==> src/rtl/stream_demux.sv <==
// stream_demux
// ------------
// Registered 1-to-2 stream demultiplexer. Each word on the input valid/ready
// stream is steered by its in_sel bit into one of two small FIFOs. Each FIFO
// drives its own output stream, so a stalled consumer on one side only blocks
// producer words that are aimed at that side.
//
// Handshake: a word moves on a rising edge exactly when valid and ready are
// both high on that interface. The producer holds in_data/in_sel/in_valid
// stable until the word is taken. A consumer may raise or lower outX_ready
// freely. in_ready is combinational from in_sel, flush and the occupancy of
// the selected FIFO. Nothing passes through in the same cycle, so a full
// FIFO never accepts a push even while it is being popped.
//
// Parameters:
//   n      data width in bits (>= 1)
//   DEPTH  entries per output FIFO (power of two, >= 2)
//
// Ports:
//   clk, rst              single clock; asynchronous active-high reset
//   flush                 synchronous clear of both FIFOs (pointers, counts)
//   in_data/in_sel        input word and its destination (0 -> out0, 1 -> out1)
//   in_valid/in_ready     input handshake
//   outX_data/outX_valid  FIFO head word / FIFO not empty
//   outX_ready            consumer takes the head word
//   cnt0/cnt1             16-bit wrapping count of words delivered per output.
//                         These exist only when STREAM_DEMUX_STATS_EN is defined.
//                         They clear on rst and are not cleared by flush.
module stream_demux #(
    parameter int n     = 5,
    parameter int DEPTH = 2
) (
    input  logic         clk,
    input  logic         rst,
    input  logic         flush,
    input  logic [n-1:0] in_data,
    input  logic         in_sel,
    input  logic         in_valid,
    output logic         in_ready,
    output logic [n-1:0] out0_data,
    output logic         out0_valid,
    input  logic         out0_ready,
    output logic [n-1:0] out1_data,
    output logic         out1_valid,
    input  logic         out1_ready
`ifdef STREAM_DEMUX_STATS_EN
    ,
    output logic [15:0]  cnt0,
    output logic [15:0]  cnt1
`endif
);

    localparam int PW = $clog2(DEPTH);
    localparam int CW = $clog2(DEPTH + 1);

    // Index 0 belongs to out0 and index 1 belongs to out1.
    logic [n-1:0]  mem_q  [2][DEPTH];
    logic [PW-1:0] wptr_q [2];
    logic [PW-1:0] wptr_d [2];
    logic [PW-1:0] rptr_q [2];
    logic [PW-1:0] rptr_d [2];
    logic [CW-1:0] cnt_q  [2];
    logic [CW-1:0] cnt_d  [2];

    logic [1:0] full;
    logic [1:0] push;
    logic [1:0] pop;
    logic [1:0] out_rdy;

    assign out_rdy = {out1_ready, out0_ready};

    always_comb begin
        full     = '0;
        push     = '0;
        pop      = '0;
        in_ready = 1'b0;
        for (int i = 0; i < 2; i++) begin
            full[i] = (cnt_q[i] == CW'(DEPTH));
        end
        in_ready = !flush && !full[in_sel];
        for (int i = 0; i < 2; i++) begin
            push[i] = in_valid && in_ready && (in_sel == 1'(i));
            // A pop in a flush cycle is discarded, together with any push.
            pop[i]  = !flush && (cnt_q[i] != '0) && out_rdy[i];
        end
    end

    always_comb begin
        for (int i = 0; i < 2; i++) begin
            wptr_d[i] = wptr_q[i];
            rptr_d[i] = rptr_q[i];
            cnt_d[i]  = cnt_q[i];
            if (flush) begin
                wptr_d[i] = '0;
                rptr_d[i] = '0;
                cnt_d[i]  = '0;
            end else begin
                // The pointers wrap naturally modulo DEPTH because DEPTH is a power of two.
                if (push[i]) wptr_d[i] = wptr_q[i] + PW'(1);
                if (pop[i])  rptr_d[i] = rptr_q[i] + PW'(1);
                case ({push[i], pop[i]})
                    2'b10:   cnt_d[i] = cnt_q[i] + CW'(1);
                    2'b01:   cnt_d[i] = cnt_q[i] - CW'(1);
                    default: cnt_d[i] = cnt_q[i];
                endcase
            end
        end
    end

    always_ff @(posedge clk or posedge rst) begin
        if (rst) begin
            for (int i = 0; i < 2; i++) begin
                wptr_q[i] <= '0;
                rptr_q[i] <= '0;
                cnt_q[i]  <= '0;
                // Storage is cleared on reset so that the idle outputs read as zero.
                for (int j = 0; j < DEPTH; j++) begin
                    mem_q[i][j] <= '0;
                end
            end
        end else begin
            for (int i = 0; i < 2; i++) begin
                wptr_q[i] <= wptr_d[i];
                rptr_q[i] <= rptr_d[i];
                cnt_q[i]  <= cnt_d[i];
                if (push[i]) begin
                    mem_q[i][wptr_q[i]] <= in_data;
                end
            end
        end
    end

    // The head word is shown even when the FIFO is empty, which gives stale data.
    assign out0_data  = mem_q[0][rptr_q[0]];
    assign out1_data  = mem_q[1][rptr_q[1]];
    assign out0_valid = (cnt_q[0] != '0);
    assign out1_valid = (cnt_q[1] != '0);

`ifdef STREAM_DEMUX_STATS_EN
    logic [15:0] stat_q [2];

    always_ff @(posedge clk or posedge rst) begin
        if (rst) begin
            stat_q[0] <= '0;
            stat_q[1] <= '0;
        end else begin
            for (int i = 0; i < 2; i++) begin
                if (pop[i]) stat_q[i] <= stat_q[i] + 16'd1;
            end
        end
    end

    assign cnt0 = stat_q[0];
    assign cnt1 = stat_q[1];
`endif

endmodule

==> config.mk <==
export PLATFORM = sky130hd
export DESIGN_NAME = stream_demux
export DESIGN_NICKNAME = d
export VERILOG_FILES = /design/src/rtl/stream_demux.sv
export SDC_FILE = /design/constraint.sdc
export NUM_CORES = 1
export LEC_CHECK = 0
export CAP_MARGIN = 20
export CELL_PAD_IN_SITES_DETAIL_PLACEMENT = 0
export CELL_PAD_IN_SITES_GLOBAL_PLACEMENT = 1
export CORE_MARGIN = 1
export CORE_UTILIZATION = 45
export CTS_CLUSTER_DIAMETER = 120
export DETAILED_ROUTE_END_ITERATION = 12
export PLACE_DENSITY_LB_ADDON = 0.3
export SLEW_MARGIN = 20
export SYNTH_ARGS = -nofsm -noshare
export SYNTH_HDL_FRONTEND = slang
export SYNTH_SLANG_ARGS = --single-unit
export TNS_END_PERCENT = 50
==> constraint.sdc <==
create_clock -name clk -period 3.45 [get_ports clk]
set_input_delay 0.69 -clock clk [delete_from_list [all_inputs] [get_ports clk]]
set_output_delay 0.69 -clock clk [all_outputs]
set_load 0.01 [all_outputs]
==> reports/results.ini, run 1 <==
[status]
status=finished, final reports clean

[power]
total_power_uw=821
cellLeakagePower_uw=0.000793
p_per_area_nw_per_um2=468
ir_drop_mv=0.152

[die]
io_pins=25
die_y_um=58.4
initial_core_util_pct=47.2
num_rows=20
die-width_um=58.4
fp.dieArea_sq_um=3410
core_area_sq_um=3030

[detailed_routing]
dr_wl_met2_um=1250
viasPerCell=5.12
wl_met1_um=1190
drt-pass1-iter-count=4
route.met3.wl_um=79
via_count=911
highest_layer=met4
drtIter0Drc=26
wl_per_cell_um=14.3
wl_um=2550
remaining_drc_errors=0
final_antenna_net_count=0

[cells_and_area]
drive_gt1_share_pct=32.1
fin_area_sq_um=1750
final_cell_mix=28 x dfrtp_1, 24 x clkdlybuf4s50_1, 16 x mux2_2
area_growth_pct=22.6
num_antenna_cells=0
nNetsFinal=147
final_common_cell=dfrtp_1
fin_util_pct=57.9

[sta]
fin_crit_ns=3.02
clock.fmax_ghz=0.331
rsz0062_at_grt=no
finalCritPeriodShare_pct=87.6
worst_pin_slew_ns=0.427
slew_violations=0
clock-skew-final_ns=0.0136
hold_ws_ns=0.524
finalSetupTns_ns=0
relSlewSlack_pct=71.3
setup_viol=0
report.final.hold_viol_count=0

[grt]
grt_pass1_wl_um=4350
grt_antenna_before_repair=0
grt_pass1_vias=929
grt_usage_pct=17.0
grt_overflow=0
grt_max_degree=29

[logic_synthesis]
syn_inst=111
yosysTopAreaCell=dfrtp_1
ys_ff_latch=28
synthMuxAreaShare_pct=28.3
syn_nets=123
yosysTopAreaCellShare_pct=49.0
synth_xor_area_share_pct=1.22
yosys-top-cells-area=dfrtp_1 49%, mux2_4 16%, mux2_2 13%
syn_area_per_cell_sq_um=12.9
ys_types=26
synthAdderAreaFrac_pct=0
synth_top_family_by_area=multiplexers
synth_compound_area_share_pct=6.74
ys_warn_count=0
synth-simple-area-share_pct=10.6
ys_seq_area_share_pct=49.0
synthesis.area_sq_um=1430

[clock_tree]
clkTransAtPathRegs_ns=0.14
cts_made_buffers=3
cts_root_buf=clkbuf_4
cts_tree=built
cts_hold_buf=0
cts_resized=0
cts_buffer_depth=2
cts_sinks=28
insertion_delay_ns=0.33
post_cts_buffers=0
cts.htree.levels=1

[setup_path]
start_kind=primary input
reg2reg_depth=3
critPathCaptureType=output pin
path_class=in -> out
r2r-start=cnt_q[3]
crit_top_cell=clkdlybuf4s50_1
path_cells=clkdlybuf4s50_1 > mux2_2 > nor2_1 > clkdlybuf4s50_1
cpPeakStageDelay_ns=0.64
cp_max_fo=9
cp_top_family=buffers and inverters
cp_num_buf_inv=2
arrival_ns=2.33
critPathCapture=in_ready
worst-path-stages=4
r2r_setup_slack_ns=1.68
critPathLaunch=in_sel
crit_slowest_cell=clkdlybuf4s50_1
crit_required_ns=2.76
timing.rr.end=mem_q[17]

[worst_hold_path]
hp-class=reg -> reg

[place]
port_buffers=24
dpl_cell_area_sq_um=1690
place_congestion=0.668
dp_hpwl_um=1850

[flow_run]
cap_violations=0

worst register-to-register path, stage by stage, from the launching register on:
cell,delay (ns)
dfrtp_1,0.45
nor2b_2,0.21
or4_1,0.66
mux2_4,0.36
how the worst min path moves through the flow:
| stage | start | endpoint | slack, ns | cells after the start |
|---|---|---|---|---|
| 6_report | mem_q[2] | mem_q[2] | 0.52 | 1 |
| 5_1_grt | mem_q[6] | mem_q[6] | 0.55 | 1 |
| 4_1_cts | mem_q[2] | mem_q[2] | 0.53 | 1 |
| 3_5_place_dp | mem_q[12] | mem_q[12] | 0.49 | 1 |
| 3_3_place_gp | mem_q[0] | mem_q[0] | 0.48 | 1 |
| 2_1_floorplan | mem_q[0] | mem_q[0] | 0.47 | 1 |
per-stage QoR:
stage | setup WS (ns) | instances
after global placement | 0.474 | 173
after CTS | 0.427 | 177
after global routing | 0.363 | 178
final | 0.429 | 178
after floorplan | 1.43 | 111
after detailed placement | 0.440 | 173
final cells by class:
cell class	instances	area [sq um]
inverters	4	15.0
well taps	44	55.1
repair buffers	26	275
multi-input cells	72	671
clock buffers	4	36.3
flip-flops and latches	28	701
fillers	260	1270
synth_stat cells:
cell	instances
inv_1	4
buf_2	2
nand2_1	4
mux2_4	15
nor2_1	4
nand2b_1	2
a21o_1	2
or4b_4	2
a31oi_1	3
o31ai_1	2
xor2_1	2
or4_1	1
o2111ai_1	2
nor3_1	1
dfrtp_1	28
o21ai_0	4
clkbuf_1	3
mux2_2	16
or3_1	2
or2_2	2
nand3_1	2
a21oi_1	2
nor2b_1	1
nor2b_2	2
buf_6	2
nor4bb_1	1
where the power goes:
group	internal, uW	switching, uW	leakage, uW
combinational	162	77.3	0.000418
clock	64.5	94.7	0.0000210
sequential	388	34.4	0.000354
total	614	206	0.000793
logic make-up (layout without fill, tap and decap cells):
kind of cell / Yosys count / after routing
simple gates: 24 / 24
xor+xnor: 2 / 2
mux: 31 / 31
compound gates: 15 / 15
buf+inv: 11 / 34
flops: 28 / 28
state kept, by name (all words and copies together) (netlist names):
name	count
cnt_q	4
mem_q	20
rptr_q	2
wptr_q	2
layer usage:
metal,up-vias,GRT usage [%]
met5,-,0
met4,0,5.10
met3,5,2.64
met2,19,27.4
met1,448,23.8
li1,439,-
No activity file was read; power rests on OpenSTA's default activity.
==> run 2, diff against run 1 <==
- CORE_UTILIZATION: 45 -> 35
==> run 2 against run 1 <==
Total power rose by 4.0%. Clock power rose by 24%. Flip-flop and latch count did not move. Design area fell by 0.21%. Die area rose by 28%. Cell count rose by 1.7%. Via count rose by 0.44%. Core utilization fell by 12 points. Critical path depth did not move. Largest power group unchanged.
==> reports/results.ini, run 2 (synthesis gave the netlist of run 1 again) <==
[place]
dp_hpwl_um=1900  ; +2.4%
dpl_cell_area_sq_um=1690  ; +0.30%
port_buffers=24  ; unchanged
placed_cells=177  ; +2.3%
place_congestion=0.702  ; +5.1%
pre_cts_ws_ns=0.435  ; -0.00408 ns

[detailed_routing]
drtIter0Drc=20  ; -23%
wl_per_cell_um=14.6  ; +1.9%
wl_um=2640  ; +3.7%
final_antenna_net_count=0  ; unchanged
viasPerCell=5.06  ; -1.2%
via_count=915  ; +0.44%
remaining_drc_errors=0  ; unchanged
drt-pass1-iter-count=4  ; unchanged

[cells_and_area]
fin_area_sq_um=1750  ; -0.21%
largestRegisters=mem_q (20), cnt_q (4)
final_common_cell=dfrtp_1
largest-register=mem_q
drive_gt1_share_pct=32.3  ; +0.24 points
largest_reg_flops=20  ; unchanged
fill_cells=345  ; +33%
area_growth_pct=22.3
nNetsFinal=146  ; -0.68%
final_cells=181  ; +1.7%
final_cell_mix=28 x dfrtp_1, 24 x clkdlybuf4s50_1, 16 x mux2_2
seq_area_sq_um=701  ; unchanged
multi_input_area_sq_um=671  ; unchanged
num_antenna_cells=0  ; unchanged

[sta]
relSlewSlack_pct=61.9  ; -9.4 points
rsz0062_at_grt=no
fin_crit_ns=3.01  ; -0.0109 ns
finalSetupTns_ns=0  ; unchanged
worst_pin_slew_ns=0.570  ; +0.143 ns
setup_viol=0  ; unchanged
clock-skew-final_ns=0.00125  ; -0.0124 ns
finalCritPeriodShare_pct=87.2  ; -0.32 points
clock.fmax_ghz=0.332  ; +0.36%
fin_ws_ns=0.440  ; +0.0109 ns
slew_violations=0  ; unchanged
report.final.hold_viol_count=0  ; unchanged

[setup_path]
cp_max_fo=9  ; unchanged
cp_top_family=buffers and inverters
crit_slowest_cell=clkdlybuf4s50_1
path_cells=clkdlybuf4s50_1 > mux2_2 > nor2_1 > clkdlybuf4s50_1
cpPeakStageDelay_ns=0.63  ; about the same
cp_num_buf_inv=2  ; unchanged
crit_top_cell=clkdlybuf4s50_1
r2r_setup_slack_ns=1.69  ; about the same
path_class=in -> out
critPathCaptureType=output pin
start_kind=primary input
arrival_ns=2.32  ; about the same
crit_required_ns=2.76  ; about the same

[status]
status=finished, final reports clean

[grt]
grt_pass1_wl_um=4540  ; +4.4%
grt_pass1_vias=934  ; +0.54%
grt_usage_pct=13.7  ; -3.3 points
grt_overflow=0  ; unchanged
grt_antenna_before_repair=0  ; unchanged
grt_max_degree=29  ; unchanged

[worst_hold_path]
hp-class=reg -> reg

[power]
p_per_area_nw_per_um2=488  ; +4.2%
internal_power_uw=649  ; +5.6%
p_sw_share_pct=24.0  ; -1.1 points
power_frac_seq_pct=49.5  ; -1.9 points
total_power_uw=854  ; +4.0%
cellLeakagePower_uw=0.000791  ; -0.28%
ir_drop_mv=0.161  ; +6.2%
switchingPower_uw=205  ; -0.71%
p_comb_share_pct=27.4  ; -1.8 points
p_clk_share_pct=23.0  ; +3.6 points

[clock_tree]
cts.htree.levels=1  ; unchanged
cts_hold_buf=0  ; unchanged
cts_resized=0  ; unchanged
post_cts_buffers=0  ; unchanged
cts_buffer_depth=2  ; unchanged
cts_root_buf=clkbuf_8
cts_sinks=28  ; unchanged
cts_made_buffers=3  ; unchanged
insertion_delay_ns=0.26  ; -0.07 ns
clkTransAtPathRegs_ns=0.09  ; -0.05 ns
cts_tree=built

[die]
num_rows=22  ; +10%
die_y_um=65.9  ; +13%
io_pins=25  ; unchanged
fp.dieArea_sq_um=4350  ; +28%
core_area_sq_um=3800  ; +25%
initial_core_util_pct=37.6  ; -9.6 points
die-width_um=65.9  ; +13%

[flow_run]
cap_violations=0  ; unchanged

run 2: changes by cell type in the layout (fill, tap and decap cells not counted), sizes merged:
cell / delta
buf: -1
clkinv: -1
inv: +1
run 2: per-layer routing:
layer  track usage (%)  up-vias  share of wire, %
met4              3.26        0              0.57
met5                 0        -                 0
met1              19.2      459                47
met3              1.90        2               3.8
li1                  -      437                 -
met2              22.1       17                48
run 2: power by group through the flow:
| stage | Combinational (uW) | Sequential [uW] | Clock, uW |
|---|---|---|---|
| floorplan | 152 | 415 | 0 |
| global placement | 232 | 424 | 0 |
| detailed placement | 236 | 429 | 0 |
| CTS | 237 | 423 | 203 |
| global route | 252 | 432 | 218 |
| finish | 234 | 423 | 197 |
run 2: path summary, 6_finish.rpt:
check                            end  startpoint  depth (start not counted)
max                         in_ready      in_sel                          4
min                         mem_q[1]    mem_q[1]                          1
max reg2reg                mem_q[18]    cnt_q[3]                          3
min reg2reg                 mem_q[1]    mem_q[1]                          1
max in group asynchronous  mem_q[18]         rst                          2
min in group asynchronous   cnt_q[3]         rst                          2
run 2: area by class of cell:
class	instances	share of cell area [%]
Multi-Input combinational cell	72	38.3
Sequential cell	28	40.1
Timing Repair Buffer	25	14.2
Tap cell	48	3.43
Clock buffer	4	3.15
Inverter	4	0.858
run 2: worst register-to-register path, stage by stage (launching register included):
cell and delay (ns):
dfrtp_1 0.42, nor2b_2 0.20, or4_1 0.67, mux2_4 0.37
run 2: stage by stage:
step                      util (%)  hold WS, ns
after floorplan                  -        0.475
after CTS                     46.0        0.514
after global placement        44.6        0.484
final                         46.0        0.513
after global routing          46.0        0.522
after detailed placement      44.6        0.490
==> run 3, diff against run 2 <==
- CAP_MARGIN: 20 -> unset
- SLEW_MARGIN: 20 -> unset
==> run 3 against run 2 <==
Non-clock buffer count is the same. Clock-buffer cell count stayed put. Hold slack worse by 0.0016 ns. Sequential share of layout area unchanged. Largest power group unchanged. Critical endpoint unchanged. Via count shrank 0.66%. Routed wire length is 0.19% lower. Clock skew grew 0.0015 ns. Setup slack better by 0.00087 ns.
==> reports/results.ini, run 3 (synthesis gave the netlist of run 1 again) <==
[sta]
fin_crit_ns=3.01  ; -0.000874 ns
relSlewSlack_pct=30.0  ; -32 points
slew_violations=0  ; unchanged
worst_pin_slew_ns=1.05  ; +0.478 ns
clock-skew-final_ns=0.00273  ; +0.00148 ns
setup_viol=0  ; unchanged
report.final.hold_viol_count=0  ; unchanged
finalSetupTns_ns=0  ; unchanged
rsz0062_at_grt=no
clock.fmax_ghz=0.332  ; about the same
finalCritPeriodShare_pct=87.2  ; about the same

[grt]
grt_max_degree=29  ; unchanged
grt_pass1_vias=934  ; unchanged
grt_antenna_before_repair=0  ; unchanged
grt_pass1_wl_um=4540  ; unchanged
grt_usage_pct=13.7  ; unchanged
grt_overflow=0  ; unchanged

[cells_and_area]
fin_util_pct=46.0  ; unchanged
final_common_cell=dfrtp_1
fin_area_sq_um=1750  ; unchanged
seq_area_sq_um=701  ; unchanged
drive_gt1_share_pct=31.6  ; -0.75 points
fill_cells=345  ; unchanged
largest-register=mem_q
final_cell_mix=28 x dfrtp_1, 24 x clkdlybuf4s50_1, 16 x mux2_2
largest_reg_flops=20  ; unchanged
num_antenna_cells=0  ; unchanged
largestRegisters=mem_q (20), cnt_q (4)
multi_input_area_sq_um=671  ; unchanged
area_growth_pct=22.3  ; unchanged
nNetsFinal=146  ; unchanged

[setup_path]
critPathLaunch=in_sel
start_kind=primary input
cp_max_fo=9  ; unchanged
timing.rr.end=mem_q[18]
r2r-start=cnt_q[3]
crit_required_ns=2.76  ; about the same
reg2reg_depth=3  ; unchanged
critPathCaptureType=output pin
r2r_setup_slack_ns=1.69  ; about the same
arrival_ns=2.32  ; about the same
path_class=in -> out

[clock_tree]
cts_root_buf=clkbuf_8
cts_resized=0  ; unchanged
cts_made_buffers=3  ; unchanged
clkTransAtPathRegs_ns=0.09  ; about the same
insertion_delay_ns=0.26  ; about the same
cts_hold_buf=0  ; unchanged
cts_buffer_depth=2  ; unchanged
cts_sinks=28  ; unchanged
cts_tree=built
cts.htree.levels=1  ; unchanged
post_cts_buffers=0  ; unchanged

[detailed_routing]
via_count=909  ; -0.66%
final_antenna_net_count=0  ; unchanged
drtIter0Drc=35  ; +75%
wl_um=2630  ; -0.19%
drt-pass1-iter-count=4  ; unchanged
wl_per_cell_um=14.6  ; -0.19%
remaining_drc_errors=0  ; unchanged
viasPerCell=5.02  ; -0.66%

[power]
p_per_area_nw_per_um2=487  ; -0.15%
p_clk_share_pct=23.0  ; about the same
internal_power_uw=649  ; about the same
power_frac_seq_pct=49.6  ; about the same
p_sw_share_pct=23.9  ; -0.10 points
ir_drop_mv=0.160  ; -0.94%
p_comb_share_pct=27.4  ; about the same
cellLeakagePower_uw=0.000792  ; +0.14%
switchingPower_uw=204  ; -0.57%

[status]
status=finished, final reports clean

[die]
num_rows=22  ; unchanged
io_pins=25  ; unchanged
core_area_sq_um=3800  ; unchanged
die_y_um=65.9  ; unchanged
die-width_um=65.9  ; unchanged
fp.dieArea_sq_um=4350  ; unchanged
initial_core_util_pct=37.6  ; unchanged

[worst_hold_path]
hold_end=mem_q[1]
hp-class=reg -> reg
hp-start=mem_q[1]
hold_depth=1  ; unchanged

[place]
place_congestion=0.702  ; unchanged
port_buffers=24  ; unchanged
dpl_cell_area_sq_um=1690  ; unchanged
dp_hpwl_um=1900  ; unchanged

[flow_run]
cap_violations=0  ; unchanged

run 3: cell counts in the layout (fill, tap and decap cells not counted):
No cell type changed its count.
run 3: power groups by stage:
stage	clock (uW)	sequential, uW	combinational (uW)
detailed placement	0	429	236
global route	218	432	252
finish	196	423	234
floorplan	0	415	152
global placement	0	424	232
CTS	203	423	237
run 3: cell type report:
type / instances / area share (%)
tap: 48 / 3.43
multi-input combinational: 72 / 38.3
clock buffer: 4 / 3.15
timing repair buffer: 25 / 14.2
inverter: 4 / 0.858
sequential: 28 / 40.1
run 3: stage by stage:
stage                     total power, uW  instances  setup slack [ns]  hold slack [ns]
after CTS                             864        181             0.419            0.514
after global routing                  902        181             0.340            0.522
after floorplan                       567        111              1.43            0.475
after global placement                656        177             0.463            0.484
after detailed placement              665        177             0.435            0.490
final                                 853        181             0.441            0.511
run 3: per-layer routing:
metal / vias to the layer above / GRT usage [%] / routed length (um)
met2: 17 / 22.1 / 1260
met1: 453 / 19.2 / 1260
met5: - / 0 / 0
met4: 0 / 3.26 / 15
li1: 437 / - / -
met3: 2 / 1.90 / 100
run 3: worst max-delay path, cell delays in order:
cell and delay [ns]:
clkdlybuf4s50_1 0.63, mux2_2 0.37, nor2_1 0.08, clkdlybuf4s50_1 0.54
run 3: worst max-delay path by stage:
stage / to / slack [ns]
global placement: in_ready / 0.46
finish: in_ready / 0.44
floorplan: in_ready / 1.43
detailed placement: in_ready / 0.44
CTS: in_ready / 0.42
global route: in_ready / 0.34
